**src/rtl/band_color_fader.sv**
```systemverilog
// Maps peak-bin indices to programmable RGB332 band colours with hold timeout back to background.
// Optional COLOR_FADE_EN: channel-wise fade toward the target colour, one LSB per step.
module band_color_fader #(
  parameter int unsigned SAMPLES     = 32,
  parameter int unsigned NUM_BANDS   = 3,
  parameter int unsigned STEP_DIV    = 4,
  parameter int unsigned HOLD_CYCLES = 1024,
  localparam int unsigned IW = $clog2(SAMPLES),
  localparam int unsigned AW = (NUM_BANDS > 1) ? $clog2(NUM_BANDS) : 1
) (
  input  logic          clk,
  input  logic          rst_n,
  input  logic [IW-1:0] index_holder,
  input  logic          index_valid,
  input  logic [7:0]    backgroundColor,
  input  logic          pal_we,
  input  logic [AW-1:0] pal_addr,
  input  logic [7:0]    pal_data,
  output logic [7:0]    outColor,
  output logic          fading
);

  localparam int unsigned PW = IW + AW + 1;
  localparam int unsigned HW = (HOLD_CYCLES > 1) ? $clog2(HOLD_CYCLES) : 1;

  typedef enum logic {
    IDLE   = 1'b0,
    ACTIVE = 1'b1
  } stateT;

  stateT           state;
  stateT           stateNext;
  logic [AW-1:0]   bandReg;
  logic [AW-1:0]   bandNext;
  logic [HW-1:0]   holdCnt;
  logic [HW-1:0]   holdNext;
  logic [7:0]      palette [NUM_BANDS];
  logic [PW-1:0]   bandProd;
  logic [AW-1:0]   strobeBand;
  logic            palWrOk;
  logic [7:0]      target;

  // Bin index to band: index * NUM_BANDS / SAMPLES, truncating.
  assign bandProd   = PW'(index_holder) * PW'(NUM_BANDS);
  assign strobeBand = AW'(bandProd / PW'(SAMPLES));

  assign palWrOk = pal_we && ({1'b0, pal_addr} < (AW + 1)'(NUM_BANDS));
  assign target  = (state == ACTIVE) ? palette[bandReg] : backgroundColor;

  always_ff @(posedge clk) begin
    if (!rst_n) begin
      for (int i = 0; i < int'(NUM_BANDS); i++) begin
        palette[AW'(i)] <= (i == 0)                  ? 8'hFF :
                           (i == int'(NUM_BANDS) - 1) ? 8'h3F : 8'h07;
      end
    end else if (palWrOk) begin
      palette[pal_addr] <= pal_data;
    end
  end

  // A strobe always wins over hold expiry and reloads the counter.
  always_comb begin
    stateNext = state;
    bandNext  = bandReg;
    holdNext  = holdCnt;
    unique case (state)
      IDLE: begin
        if (index_valid) begin
          stateNext = ACTIVE;
          bandNext  = strobeBand;
          holdNext  = HW'(HOLD_CYCLES - 1);
        end
      end
      ACTIVE: begin
        if (index_valid) begin
          bandNext = strobeBand;
          holdNext = HW'(HOLD_CYCLES - 1);
        end else if (holdCnt == '0) begin
          stateNext = IDLE;
        end else begin
          holdNext = holdCnt - HW'(1);
        end
      end
      default: stateNext = IDLE;
    endcase
  end

  always_ff @(posedge clk) begin
    if (!rst_n) begin
      state   <= IDLE;
      bandReg <= '0;
      holdCnt <= '0;
    end else begin
      state   <= stateNext;
      bandReg <= bandNext;
      holdCnt <= holdNext;
    end
  end

`ifdef COLOR_FADE_EN
  localparam int unsigned SW = (STEP_DIV > 1) ? $clog2(STEP_DIV) : 1;

  logic [SW-1:0] stepCnt;
  logic          stepTick;
  logic [7:0]    outNext;
  logic [7:0]    palAtBandNext;
  logic [7:0]    targetNext;

  function automatic logic [2:0] stepChan(input logic [2:0] cur, input logic [2:0] tgt);
    if (cur < tgt) return cur + 3'd1;
    if (cur > tgt) return cur - 3'd1;
    return cur;
  endfunction

  // fading is registered alongside outColor against the target that will be live next cycle.
  always_comb begin
    stepTick      = (stepCnt == SW'(STEP_DIV - 1));
    outNext       = outColor;
    if (stepTick) begin
      outNext = {stepChan(outColor[7:5], target[7:5]),
                 stepChan(outColor[4:2], target[4:2]),
                 2'(stepChan({1'b0, outColor[1:0]}, {1'b0, target[1:0]}))};
    end
    palAtBandNext = (palWrOk && (pal_addr == bandNext)) ? pal_data : palette[bandNext];
    targetNext    = (stateNext == ACTIVE) ? palAtBandNext : backgroundColor;
  end

  always_ff @(posedge clk) begin
    if (!rst_n) begin
      stepCnt  <= '0;
      outColor <= 8'h00;
      fading   <= 1'b0;
    end else begin
      stepCnt  <= stepTick ? '0 : stepCnt + SW'(1);
      outColor <= outNext;
      fading   <= (outNext != targetNext);
    end
  end
`else
  always_ff @(posedge clk) begin
    if (!rst_n) begin
      outColor <= 8'h00;
    end else begin
      outColor <= target;
    end
  end

  assign fading = 1'b0;
`endif

endmodule

```
**config.mk**
```make
export PLATFORM = sky130hd
export DESIGN_NAME = band_color_fader
export DESIGN_NICKNAME = d
export VERILOG_FILES = /design/src/rtl/band_color_fader.sv
export SDC_FILE = /design/constraint.sdc
export NUM_CORES = 1
export LEC_CHECK = 0
export ABC_AREA = 1
export ABC_CLOCK_PERIOD_IN_PS = 4500
export BUFFER_PORTS_ARGS = -buffer_cell sky130_fd_sc_hd__buf_2
export CAP_MARGIN = 25
export CORE_MARGIN = 2
export CORE_UTILIZATION = 25
export DETAILED_ROUTE_END_ITERATION = 16
export GPL_TIMING_DRIVEN = 0
export PLACE_DENSITY = 0.53
export SETUP_SLACK_MARGIN = 0.02
export SLEW_MARGIN = 25
export SYNTH_ARGS = -nofsm -noshare
export SYNTH_HDL_FRONTEND = slang
export SYNTH_SLANG_ARGS = --single-unit
```
**constraint.sdc**
```tcl
create_clock -name clk -period 4.5 [get_ports clk]
set_clock_uncertainty 0.2 [all_clocks]
set_input_delay 0.45 -clock clk [delete_from_list [all_inputs] [get_ports clk]]
set_output_delay 0.45 -clock clk [all_outputs]
set_load 0.05 [all_outputs]
```
* Word level (Yosys, flattened, before mapping)
Memory sizes are Yosys's and may differ from the RTL's. A register that Yosys moved wholly into a read port is not among the register bits.
Cells that the tools add are included.
** Operators by class
- Magnitude comparators :: 1
- Eq/ne operators :: 2
- Multipliers :: 1
- $add $sub $neg :: 1
- Bitwise gates (word level) :: 1
- Reductions and logical operators :: 4
- Multiplexer cells :: 19
** Operator list (count)
- 10-bit 2-to-1 mux :: 3
- 10-bit case mux with 2 select lines :: 1
- 8-bit 2-to-1 mux :: 2
- 10-bit zero test :: 1
- 10-bit by 1-bit subtractor with 10-bit output, second input constant :: 1
- 1-bit 2-to-1 mux :: 8
- 2-bit 2-to-1 mux :: 4
- 8-bit OR reduction :: 1
- 5-bit by 2-bit multiplier with 7-bit output, second input constant :: 1
- 3-bit != test, second input constant :: 1
- 2-bit less-than comparator, second input constant :: 1
- 2-bit != test, second input constant :: 1
- 1-bit case mux with 2 select lines :: 1
- 2-bit AND reduction :: 1
- 1-bit logical AND :: 1
- 1-bit NOT :: 1
** Storage, ports and cells
- Memory bits (writable) :: 24
- Output and inout port bits :: 9
- Memories kept :: 1
- Register bits after elaboration :: 21
- Word-level logic and storage cells :: 34
** Memory list
- palette :: depth 3, width 8, rd ports 1, clocked after memory_dff 1, write ports 3, RTL line 37 : logic [7:0] palette [NUM_BANDS];

* Depth between registers and ports, before layout
Gate-level depths: netlist of the first run.
- Depth in word-level cells :: 7
- Gate-level depth with buffers :: 10
- Depth with buffers taken out :: 10

* Least setup slack after synthesis of the first run
OpenSTA, ideal clock, no wires.
- Path type :: input-to-reg
- Start :: input rst_n
- End :: memory palette[1][0] (enable)
- Data arrival time :: 1.084 ns
- Library setup time :: 0.329 ns
- Stages on the path :: 3
- Slack :: 2.888 ns
- Path through :: buf_2 > nand4_1 > nand2_1
** RTL lines
- start: declaration :: RTL line 12 : input logic rst_n,
- end: declaration :: RTL line 37

* Worst setup path after layout of the first run
- Start :: register holdCnt[0]
- End :: register holdCnt[7]
** On the way
- Cells in the longest elaborated chain, start to end :: 4
- Elaborated cells on any way between the ends :: 7
- Those cells by class :: 1 x add/sub; 1 x eq/ne; 3 x mux; 2 x reduce/logical
** Ends and longest elaborated chain
- start: declaration :: RTL line 35 : logic [HW-1:0] holdCnt;
- start signal: assignment :: RTL line 96 : holdCnt <= holdNext;
- 10-bit by 1-bit subtractor with 10-bit output :: RTL line 81 : holdNext = holdCnt - HW'(1);
- 10-bit 2-to-1 mux :: RTL line 78 : end else if (holdCnt == '0) begin
- 10-bit 2-to-1 mux :: RTL line 75 : if (index_valid) begin
- 10-bit case mux with 2 select lines :: RTL line 66 : unique case (state)
Parallel ways exist; a longest one is shown, timed or not. The select of a mux whose other input is x is not followed.
A chain may end at the register's enable or synchronous reset.

==> results of run 1 <==
-- worst reg2reg max path: stages, from the launching register on --
cell	delay [ns]
dfxtp_1	0.35
clkinv_1	0.20
ha_1	0.31
nand2_2	0.11
nor2_2	0.05
nand2_2	0.09
nand2_4	0.09
nand2_4	0.14
nand2_1	0.08
nand3_1	0.07
nand2_1	0.05
-- stage by stage --
step	cell area (µm²)	total power, W	hold WS [ns]	setup WS (ns)	instances
finish	3040	0.00105	0.121	2.68	495
global route	3040	0.00111	0.106	2.50	495
CTS	3040	0.00106	0.113	2.68	495
detailed placement	2950	0.000779	0.286	2.34	487
global placement	2950	0.000776	0.275	2.33	487
floorplan	2610	0.000722	0.263	2.89	317
-- report_power, final --
part | internal, W | switching [W]
clock | 0.000112 | 0.000173
sequential | 0.000572 | 0.0000181
combinational | 0.0000543 | 0.000121
-- cell type report --
cell class	instances	area share, %
Clock inverter	3	0.822
Buffer	10	1.73
Inverter	39	4.81
Timing Repair Buffer	34	5.59
Clock buffer	5	2.26
Sequential cell	55	46.7
Tap cell	136	5.59
Multi-Input combinational cell	213	32.5
-- synthesized netlist by cell type (2+ instances only) --
master / number
nor2_1: 67
nand2_1: 53
inv_1: 37
o21ai_0: 37
edfxtp_1: 32
dfxtp_1: 23
nand3_1: 13
a21oi_1: 8
nand4_1: 7
ha_1: 6
buf_2: 5
buf_4: 2
clkbuf_1: 2
clkinv_1: 2
nand2_2: 2
nand2_4: 2
nor2_2: 2
o21ai_1: 2
-- sequential cells by signal, summed over array words and instances (netlist names), named ones only --
register  count
outColor      8
holdCnt      10
bandReg       2
state         1
palette      32
-- how the worst max path moves through the flow --
| stage | end | depth (start not counted) | startpoint | slack, ns |
|---|---|---|---|---|
| 2_1_floorplan | palette[1][0] | 3 | rst_n | 2.89 |
| 3_3_place_gp | palette[1][0] | 4 | rst_n | 2.33 |
| 3_5_place_dp | palette[1][0] | 4 | rst_n | 2.34 |
| 4_1_cts | holdCnt[7] | 10 | holdCnt[0] | 2.68 |
| 5_1_grt | holdCnt[7] | 10 | holdCnt[0] | 2.50 |
| 6_report | holdCnt[7] | 10 | holdCnt[0] | 2.68 |
-- routing by layer --
| layer | track usage [%] | part of all wire, % |
|---|---|---|
| met1 | 13.3 | 43 |
| met2 | 19.6 | 50 |
| met3 | 2.29 | 6.3 |
| met4 | 2.54 | 1.1 |
| met5 | 0 | 0 |
-- cell families (layout without fill, tap and decap cells) --
logic type / Yosys count / in the layout / synth area share [%]
adder cells (fa/ha/maj): 6 / 6 / 2.91
buffers and inverters: 49 / 91 / 7.71
AND/OR/NAND/NOR: 147 / 147 / 23.8
flip-flops: 55 / 55 / 55.1
AO/OA/AOI/OAI: 51 / 51 / 10.3
other: 1 / 9 / 0.145
==> summary.md, run 1 <==
| Metric | Value |
|---|---|
| Max incr delay on CP | `0.35 ns` |
| Post-CTS Setup Inserts | `0` |
| First-pass GRT wire length | `9.49 mm` |
| Pwr Density | `345 nW/µm²` |
| Number of global-route vias before repair | `1975` |
| Async SR Flop Fraction | `0%` |
| Main synth FF type | `edfxtp_1` |
| Max-slew headroom | `65.1%` |
| CTS Sinks | `55` |
| Total global-route track usage | `10.9%` |
| Routed WL per cell | `11.7 µm` |
| Die Y | `106 µm` |
| WHS Endpoint | `palette[3][1]` |
| Worst Path Buf+Inv | `1` |
| Synthesized flop and latch total | `55` |
| Cell family with most CP delay | `simple AND/OR/NAND/NOR gates` |
| # fillers | `1114` |
| Ys Warns | `0` |
| Final critical-path share of the clock period | `40.4%` |
| DP HPWL | `4.23 mm` |
| GPL Wtd Cong | `0.813` |
| Drt via density | `4.27` |
| CP required | `4.52 ns` |
| I/O pin count | `36` |
| H-tree levels | `2` |
| Largest net degree at the start of global routing | `19` |
| R2R Path Start | `holdCnt[0]` |
| Post-synth top area cell | `edfxtp_1` |
| Share of cells above drive strength 1 | `15.9%` |
| Most frequent cells in the layout | `67 x nor2_1, 53 x nand2_1, 39 x buf_2` |
| 1st-pass router iterations | `5` |
| Cell area after synthesis | `2580 µm²` |
| Initial antenna violation count | `0` |
| Final ANT Viol Nets | `0` |
| Diode count | `0` |
| Multi-input gate area | `990 µm²` |
| Routed via count | `2112` |
| Remaining Overflow, GRT | `0` |
| Port Buffers | `34` |
| Crit-path cells | `clkinv_1, ha_1, nand2_2, nor2_2, nand2_2, nand2_4, nand2_4, nand2_1, nand3_1, nand2_1` |
| Final Max Slew Viols | `0` |
| Total negative setup slack | `0 ns` |
| Max cap viols | `0` |
| Fmax | `550 MHz` |
| Root buf cell | `clkbuf_8` |
| HP Class | `primary input to flip-flop` |
| CTS max path bufs | `2` |
| Reg2reg path depth | `10` |
| Fin crit period | `1.82 ns` |
| Crit-path slowest cell | `dfxtp_1` |
| RSZ-0062 raised after global routing | `no` |
| LEAKAGE | `1.37 nW` |
| CTS Buf Count | `5` |
| NumNets Final | `391` |
| Register Area | `1420 µm²` |
| Hold buffers post-CTS | `0` |
| Synthesized area per cell | `8.35 µm²` |
| CTS tree | `yes` |
| Critical path startpoint category | `flip-flop` |
| Hold Path Origin | `pal_data[1]` |
| Final WL | `5.80 mm` |
| Row count | `37` |
| Leading cell type in the layout, fill and taps excluded | `nor2_1` |
| Crit end category | `flip-flop` |
| Max VDD drop | `141 µV` |
| Final core occ | `29.9%` |
| Critical Path AT | `1.84 ns` |
| Finish-stage setup viols | `0` |
| Initial Utilization | `25.3%` |
| Hold path depth | `1` |
| CP Max Fanout | `10` |
| Post-synth EDFFs | `32` |
| Post-synth top area share | `37.2%` |
| Register area share after synthesis | `55.1%` |
| Crit Path Class | `flip-flop to flip-flop` |
| Top cells by area, synth | `edfxtp_1 37%, dfxtp_1 18%, nor2_1 9.7%, nand2_1 7.7%, o21ai_0 7.2%` |
| Mapped Cells | `309` |
| Outcome | `completed` |
| Core Area | `10200 µm²` |
| Die area | `11100 µm²` |
| R2r setup slk | `2.68 ns` |
| Syn-to-layout area delta | `18.0%` |
| Worst-path clk slew | `0.11 ns` |
| Least-Margin Pin Slew | `0.523 ns` |
| Initial DRC Count | `124` |
| Die X | `106 µm` |
| Clk_lat worst skew | `0.31 ns` |
| Hold Vio Cnt, Final | `0` |
| Post-CTS sizing | `0` |
| DRC viols | `0` |
| R2r endpoint | `holdCnt[7]` |
| Cell variety after synth | `25` |
No activity file was read; power rests on OpenSTA's default activity.
==> inputs of run 2 (changes only) <==
- ABC_CLOCK_PERIOD_IN_PS: 4500 -> 1800
- clock period: 4.5 -> 1.8 ns (I/O delays scaled with it)
==> summary.md, run 2 (synthesis gave the netlist of run 1 again) <==
| Metric | Value |
|---|---|
| Critical path startpoint category | `flip-flop (unchanged)` |
| Row count | `37 (unchanged)` |
| Die Y | `106 µm (unchanged)` |
| Core Area | `10200 µm² (unchanged)` |
| Final critical-path share of the clock period | `90.3% (was 40.4%)` |
| Initial Utilization | `25.3% (unchanged)` |
| Syn-to-layout area delta | `24.6% (was 18.0%)` |
| Hold Path Origin | `backgroundColor[0] (was pal_data[1])` |
| Register Area | `1420 µm² (unchanged)` |
| Clk_lat worst skew | `0.31 ns (about the same)` |
| Die area | `11100 µm² (unchanged)` |
| HP Class | `primary input to flip-flop (unchanged)` |
| Worst-path clk slew | `0.11 ns (about the same)` |
| Die X | `106 µm (unchanged)` |
| H-tree levels | `2 (unchanged)` |
| Fmax | `615 MHz (was 550 MHz)` |
| GPL Wtd Cong | `0.813 (unchanged)` |
| Number of global-route vias before repair | `2021 (was 1975)` |
| I/O pin count | `36 (unchanged)` |
| Initial antenna violation count | `0 (unchanged)` |
| Finish-stage setup viols | `0 (unchanged)` |
| Multi-input gate area | `1010 µm² (was 990 µm²)` |
| Final ANT Viol Nets | `0 (unchanged)` |
| Fin crit period | `1.63 ns (was 1.82 ns)` |
| Routed WL per cell | `11.6 µm (was 11.7 µm)` |
| Share of cells above drive strength 1 | `16.0% (was 15.9%)` |
| Max incr delay on CP | `0.35 ns (about the same)` |
| Crit-path slowest cell | `dfxtp_1 (unchanged)` |
| CP startpoint | `holdCnt[0] (unchanged)` |
| CP required | `1.81 ns (was 4.52 ns)` |
| Initial DRC Count | `129 (was 124)` |
| Hold Vio Cnt, Final | `0 (unchanged)` |
| DRC viols | `0 (unchanged)` |
| Total global-route track usage | `11.0% (was 10.9%)` |
| CTS Sinks | `55 (unchanged)` |
| CP Max Fanout | `10 (unchanged)` |
| CTS tree | `yes (unchanged)` |
| LEAKAGE | `1.43 nW (was 1.37 nW)` |
| Most frequent cells in the layout | `67 x nor2_1, 53 x nand2_1, 39 x buf_2 (unchanged)` |
| Critical Path AT | `1.63 ns (was 1.84 ns)` |
| Remaining Overflow, GRT | `0 (unchanged)` |
| Diode count | `0 (unchanged)` |
| Leading cell type in the layout, fill and taps excluded | `nor2_1 (unchanged)` |
| 1st-pass router iterations | `4 (was 5)` |
| CTS Buf Count | `5 (unchanged)` |
| Crit end category | `flip-flop (unchanged)` |
| Final WL | `5.90 mm (was 5.80 mm)` |
| CTS max path bufs | `2 (unchanged)` |
| Outcome | `completed (unchanged)` |
| Drt via density | `4.25 (was 4.27)` |
| DP HPWL | `4.23 mm (unchanged)` |
| R2R Path Start | `holdCnt[0] (unchanged)` |
| Total power | `0.00266 W (was 0.00105 W)` |
| Final core occ | `31.6% (was 29.9%)` |
| Max-slew headroom | `65.8% (was 65.1%)` |
| Routed via count | `2170 (was 2112)` |
| Root buf cell | `clkbuf_8 (unchanged)` |
| RSZ-0062 raised after global routing | `no (unchanged)` |
| # fillers | `1103 (was 1114)` |
| Max reg flops | `32 (unchanged)` |
| Final Max Slew Viols | `0 (unchanged)` |
| NumNets Final | `406 (was 391)` |
| Max cap viols | `0 (unchanged)` |
| Top flop regs | `palette x32, holdCnt x10, outColor x8 (unchanged)` |
| Port Buffers | `34 (unchanged)` |
| Pwr Density | `827 nW/µm² (was 345 nW/µm²)` |
| Least-Margin Pin Slew | `0.514 ns (was 0.523 ns)` |
| Crit Path Class | `flip-flop to flip-flop (unchanged)` |
| First-pass GRT wire length | `9.64 mm (was 9.49 mm)` |
| Reg with most FFs | `palette (unchanged)` |
| Max VDD drop | `357 µV (was 141 µV)` |
| Crit-path cells | `inv_4, ha_4, nand2_2, nor2_4, nand2_2, nand2_4, nand2_4, o21ai_1, nor2_1 (was clkinv_1, ha_1, nand2_2, nor2_2, nand2_2, nand2_4, nand2_4, nand2_1, nand3_1, nand2_1)` |
| Largest net degree at the start of global routing | `19 (unchanged)` |
-- run 2: critical path: cells and delay by family (launching register included) --
family          cells  cell delay (ns)
compound gates      1             0.14
flops               1             0.35
buf+inv             1             0.11
simple gates        6             0.55
fa+ha+maj           1             0.16
-- run 2: final timing paths --
path              slack (ns)     endpoint  depth (start not counted)
setup / recovery        0.17   holdCnt[9]                          9
hold reg to reg         0.31   holdCnt[1]                          2
hold / removal          0.02  outColor[0]                          5
setup reg to reg        0.17   holdCnt[9]                          9
-- run 2: power by group --
group,internal (W),switching (W)
Clock,0.000279,0.000429
Sequential,0.00143,0.0000468
Combinational,0.000163,0.000310
-- run 2: per-stage QoR --
step	setup WS (ns)	instances	TNS, ns	hold WS [ns]	cell area, µm²
after floorplan	0.235	317	0	0.0789	2610
after global placement	-0.100	487	-0.799	0.175	2950
after detailed placement	-0.0890	487	-0.709	0.174	2950
after CTS	0.0838	510	0	0.00979	3200
after global routing	0.0404	510	0	0.0405	3220
final	0.175	510	0	0.0151	3220
-- run 2: area by class of cell --
type	instances	share of cell area, %
Clock buffer	5	2.14
Buffer	10	1.67
Tap cell	136	5.29
Timing Repair Buffer	49	9.96
Clock inverter	3	0.778
Sequential cell	55	44.2
Inverter	39	4.63
Multi-Input combinational cell	213	31.3
-- run 2: layer usage --
layer | share of wire [%] | vias up | track usage [%]
met1 | 42 | 999 | 13.5
met4 | 1.2 | 0 | 2.54
met2 | 51 | 44 | 20.0
met3 | 5.5 | 8 | 2.10
li1 | - | 1119 | -
met5 | 0 | - | 0
-- run 2: repair_timing --
| item | in CTS | in global routing |
|---|---|---|
| resized for setup | 2 | 6 |
| hold endpoints to repair | 32 | 0 |
| setup endpoints to repair | 8 | 12 |
| pin swaps | 0 | 0 |
| setup buffers | 0 | 0 |
| hold buffers | 15 | 0 |
